[config.mk]
export PLATFORM = sky130hd
export DESIGN_NAME = multiplier_controller
export DESIGN_NICKNAME = d
export VERILOG_FILES = /design/src/rtl/multiplier_pkg.sv /design/src/rtl/mult_bit_counter.sv /design/src/rtl/multiplier_controller.sv
export SDC_FILE = /design/constraint.sdc
export NUM_CORES = 1
export LEC_CHECK = 0
export BUFFER_PORTS_ARGS = -buffer_cell sky130_fd_sc_hd__buf_2
export CORE_AREA = 2 2 39 41
export DETAILED_ROUTE_END_ITERATION = 8
export DIE_AREA = 0 0 41 43
export PLACE_DENSITY_LB_ADDON = 0.1
export SYNTH_ARGS = -nofsm -noshare
export SYNTH_HDL_FRONTEND = slang
export SYNTH_HIERARCHICAL = 1
export SYNTH_SLANG_ARGS = --single-unit
[constraint.sdc]
create_clock -name clk -period 2.8 [get_ports clk]
set_input_delay 0.28 -clock clk [delete_from_list [all_inputs] [get_ports clk]]
set_output_delay 0.28 -clock clk [all_outputs]
set_load 0.005 [all_outputs]
[src/rtl/multiplier_pkg.sv]
// Shared types and defaults for the shift-add multiplier controller.
// Optional feature macro used by the controller: MULT_CTRL_EARLY_TERM_EN.
package multiplier_pkg;

  localparam int WORD_LENGTH_DEFAULT = 2;

  typedef enum logic [2:0] {
    ST_IDLE  = 3'd0,
    ST_LOAD  = 3'd1,
    ST_ADD   = 3'd2,
    ST_SHIFT = 3'd3,
    ST_DONE  = 3'd4
  } mult_state_t;

  // Width of a counter that must reach the value wl inclusive.
  function automatic int count_width(input int wl);
    return $clog2(wl + 1);
  endfunction

endpackage

[src/rtl/mult_bit_counter.sv]
// Iteration counter: synchronous clear, increment, and a flag that is high when
// the next increment lands on TERMINAL.
module mult_bit_counter #(
  parameter int TERMINAL = 2,
  parameter int CW       = $clog2(TERMINAL + 1)
) (
  input  logic          i_clk,
  input  logic          i_reset,
  input  logic          i_clr,
  input  logic          i_inc,
  output logic [CW-1:0] o_count,
  output logic          o_tc
);

  localparam logic [CW:0] TC_VAL = (CW + 1)'(TERMINAL);

  logic [CW-1:0] r_count;
  logic [CW:0]   w_count_inc;

  // One bit wider so the terminal compare cannot wrap.
  assign w_count_inc = {1'b0, r_count} + {{CW{1'b0}}, 1'b1};
  assign o_tc        = (w_count_inc == TC_VAL);
  assign o_count     = r_count;

  always_ff @(posedge i_clk) begin
    if (i_reset) begin
      r_count <= '0;
    end else if (i_clr) begin
      r_count <= '0;
    end else if (i_inc) begin
      r_count <= w_count_inc[CW-1:0];
    end
  end

endmodule

[src/rtl/multiplier_controller.sv]
// Sequencer for a serial shift-add multiplier datapath.
// Define MULT_CTRL_EARLY_TERM_EN to finish as soon as the remaining multiplier bits are zero.
//
// state    | meaning
// ---------+---------------------------------------------------------
// ST_IDLE  | waiting for start, all strobes low
// ST_LOAD  | load operands, clear product, zero the iteration count
// ST_ADD   | conditionally accumulate the multiplicand (multiplier LSB)
// ST_SHIFT | shift multiplier and product, count one iteration
// ST_DONE  | one-cycle product-valid pulse
module multiplier_controller
  import multiplier_pkg::*;
#(
  parameter int WORD_LENGTH = WORD_LENGTH_DEFAULT,
  parameter int CW          = count_width(WORD_LENGTH)
) (
  input  logic          clk,
  input  logic          reset,
  input  logic          start,
  input  logic          multiplierLsb,
  input  logic          multiplierZero,
  output logic          load,
  output logic          clear,
  output logic          add,
  output logic          shift,
  output logic          busy,
  output logic          done,
  output logic [CW-1:0] bitCount
);

  mult_state_t r_state;
  mult_state_t w_state_next;
  logic        w_cnt_clr;
  logic        w_cnt_inc;
  logic        w_cnt_tc;
  logic        w_early_term;

`ifdef MULT_CTRL_EARLY_TERM_EN
  assign w_early_term = multiplierZero;
`else
  logic w_unused_zero;
  assign w_unused_zero = multiplierZero;
  assign w_early_term  = 1'b0;
`endif

  assign w_cnt_clr = (r_state == ST_LOAD);
  assign w_cnt_inc = (r_state == ST_SHIFT);

  mult_bit_counter #(
    .TERMINAL (WORD_LENGTH),
    .CW       (CW)
  ) u_bit_counter (
    .i_clk   (clk),
    .i_reset (reset),
    .i_clr   (w_cnt_clr),
    .i_inc   (w_cnt_inc),
    .o_count (bitCount),
    .o_tc    (w_cnt_tc)
  );

  always_ff @(posedge clk) begin
    if (reset) begin
      r_state <= ST_IDLE;
    end else begin
      r_state <= w_state_next;
    end
  end

  always_comb begin
    w_state_next = r_state;
    case (r_state)
      ST_IDLE:  if (start) w_state_next = ST_LOAD;
      ST_LOAD:  w_state_next = ST_ADD;
      ST_ADD:   w_state_next = w_early_term ? ST_DONE : ST_SHIFT;
      ST_SHIFT: w_state_next = w_cnt_tc ? ST_DONE : ST_ADD;
      ST_DONE:  w_state_next = ST_IDLE;
      default:  w_state_next = ST_IDLE;
    endcase
  end

  // Strobes depend only on state; add additionally follows the multiplier LSB.
  always_comb begin
    load  = 1'b0;
    clear = 1'b0;
    add   = 1'b0;
    shift = 1'b0;
    done  = 1'b0;
    busy  = (r_state != ST_IDLE);
    case (r_state)
      ST_LOAD: begin
        load  = 1'b1;
        clear = 1'b1;
      end
      ST_ADD:   add   = multiplierLsb & ~w_early_term;
      ST_SHIFT: shift = 1'b1;
      ST_DONE:  done  = 1'b1;
      default: ;
    endcase
  end

endmodule

==> results.yml <==
run:
  drv_cap: 0
layout:
  final_area_um2: 329
  n_fill_cell: 160
  drive_above_1_share: 0.447
  syn_to_final_growth_pct: 39.9
  nNetsFinal: 45
  antenna_cells: 0
  fin_util: 0.238
critical_path:
  rrSetupSlack_ns: 1.68
  crit_chain: "nor3b_1 > buf_2"
  critical_path.slowest_cell: "nor3b_1"
  crit_buf_inv: 1
  critPathKind: "flop to output pin"
  crit_required_ns: 2.52
  reg2reg_depth: 2
  rr_startpoint: "r_state[0]$_SDFFE_PP0P_"
  endpoint_kind: "output pin"
  critPathMaxFanout: 7
  cp-start-kind: "flop"
  r2r-end: "u_bit_counter/o_count[1]$_SDFFE_PP0P_"
  cp_top_family: "simple AND/OR/NAND/NOR gates"
  worst_ep_arrival_time_ns: 1.33
  slowest_delay_ns: 0.48
timing:
  finalMaxSlewViolations: 0
  layout_setup_ws_ns: 1.19
  fmax_mhz: 623
  setup_viol: 0
  skew_ns: 0.000420
  setup_tns_ns: 0
  worstMarginPinSlew_ns: 0.525
  finalCriticalPeriod_ns: 1.61
  rsz0062_at_grt: "no"
  slew_headroom: 0.649
  fin_crit_sh: 0.574
  final_hold_viol_count: 0
global_route:
  grt_first_pass_wirelength_um: 772
  antenna_found_initial: 0
  grt_start_max_net_pins: 8
  grt_usage: 0.0684
  first_global_vias: 210
  overflow: 0
synth:
  synth.ff_latch_count: 5
  syn-num-nets: 30
  synthCells: 24
  yosysWarnings: 6
  synthDistinctLibCells: 16
  yosysTopAreaCell: "dfxtp_1"
  synthTopCellsByArea: "dfxtp_1 (43%), and3b_1 (7.4%), a2111oi_2 (6.4%), ha_1 (5.3%), nor4_1 (5.3%)"
  synth_top_cell_area_share: 0.426
  ys_seq_area_frac: 0.426
  syn-cell-area_um2: 235
  synth.avg_cell_area_um2: 9.80
power_and_ir_drop:
  ir_drop_uv: 196
  p_leak_nw: 0.161
  power.density_nw_per_um2: 552
clock_tree:
  h-tree-depth: 1
  postCtsSetupRepairBufs: 0
  clkLatencyLatePin_ns: 0.23
  clk_path_buf_depth: 2
  cts_buffers: 3
  hold_buffers: 0
  clkSlewWorstSetupHoldPaths_ns: 0.04
  post_cts_resized: 0
  cts_tree: "done"
  clock_sinks: 5
  clockRootBuffer: "clkbuf_4"
place:
  io_buffers: 11
  gp_congestion: 0.655
  post-place-ws_ns: 1.42
  dp_hpwl_um: 381
  placed_area_um2: 303
route:
  drt_wl_total_um: 474
  drc_errors: 0
  wl_met1_um: 219
  met3_length_um: 40
  top_layer: "met3"
  vias: 209
  drtIter0Drc: 1
  dr.pass1.iters: 2
  avgViaCountPerCell: 3.87
  antenna_left: 0
  wl_per_cell_um: 8.78
  dr_wl_met2_um: 214
floorplan:
  chipHeight_um: 43
  pin_count: 13
  initial_core_util: 0.170
  die-area_um2: 1760
  chipWidth_um: 41
  coreArea_um2: 1380
  row_count: 14
hold_path:
  hold_depth: 2
  min_path_type: "primary input to flop"
  hold_end: "u_bit_counter/o_count[0]$_SDFFE_PP0P_"
  hp-start: "reset"
status:
  outcome: "finished, final reports clean"
==> area by class of cell <==
| class | count | area, um^2 | share of cell area |
|---|---|---|---|
| Tap cell | 16 | 20.0 | 0.0608 |
| Multi-Input combinational cell | 17 | 124 | 0.376 |
| Timing Repair Buffer | 11 | 55.1 | 0.167 |
| Sequential cell | 5 | 100 | 0.304 |
| Clock buffer | 4 | 26.3 | 0.0798 |
| Inverter | 1 | 3.75 | 0.0114 |
==> Yosys cell counts <==
cell,number
nor4_1,2
nand2_1,1
a2111oi_2,1
buf_4,1
dfxtp_1,5
xnor2_1,1
inv_1,1
or3_1,1
and3b_1,2
and2_2,1
nor3_1,1
nor3_2,1
nor3b_1,1
and3_1,1
ha_1,1
nor2_1,3
==> power by group <==
part	switching (mW)	internal [mW]	total, mW
clock	0.0267	0.0537	0.0804
sequential	0.00429	0.0750	0.0793
combinational	0.0107	0.0112	0.0219
==> cells by family (layout without fill, tap and decap cells) <==
| logic type | count (synthesis) | count (layout) | synth area share |
|---|---|---|---|
| DFF | 5 | 5 | 0.426 |
| xor gates and xnor gates | 1 | 1 | 0.0372 |
| and+or+nand+nor | 14 | 14 | 0.372 |
| buffers and inverters | 2 | 16 | 0.0479 |
| AOI/OAI and AO/OA | 1 | 1 | 0.0638 |
| adders and majority gates | 1 | 1 | 0.0532 |
==> through the flow <==
| stage | cells | power, mW | hold WS [ns] |
|---|---|---|---|
| global route | 54 | 0.198 | 0.283 |
| finish | 54 | 0.182 | 0.287 |
| CTS | 54 | 0.187 | 0.288 |
| floorplan | 24 | 0.0933 | 0.351 |
| global placement | 50 | 0.103 | 0.521 |
| detailed placement | 50 | 0.103 | 0.520 |
==> worst max path at each step <==
stage | start | to | depth (start not counted)
floorplan | r_state[0]$_SDFFE_PP0P_ | load | 2
global placement | r_state[0]$_SDFFE_PP0P_ | clear | 2
detailed placement | r_state[0]$_SDFFE_PP0P_ | load | 2
CTS | r_state[0]$_SDFFE_PP0P_ | load | 2
global route | r_state[0]$_SDFFE_PP0P_ | load | 2
finish | r_state[0]$_SDFFE_PP0P_ | load | 2
==> sequential cells by signal, summed over array words and instances, names as in the netlist <==
register	count
u_bit_counter/o_count	2
r_state	3
==> cells in the final DEF, fill, tap and decap left out, drive strengths merged, types with 2 or more instances in the layout <==
master / n
buf: 11
and3b: 2
clkbuf: 4
nor4: 2
nor3: 2
nor2: 3
dfxtp: 5
==> per-layer routing <==
layer  global-route usage  vias to the layer above
li1                     -                      114
met1               0.0809                       87
met2               0.0875                        8
met3               0.0314                        0
met4               0.0600                        0
met5                    0                        -
(Power assumes the default switching activity.)
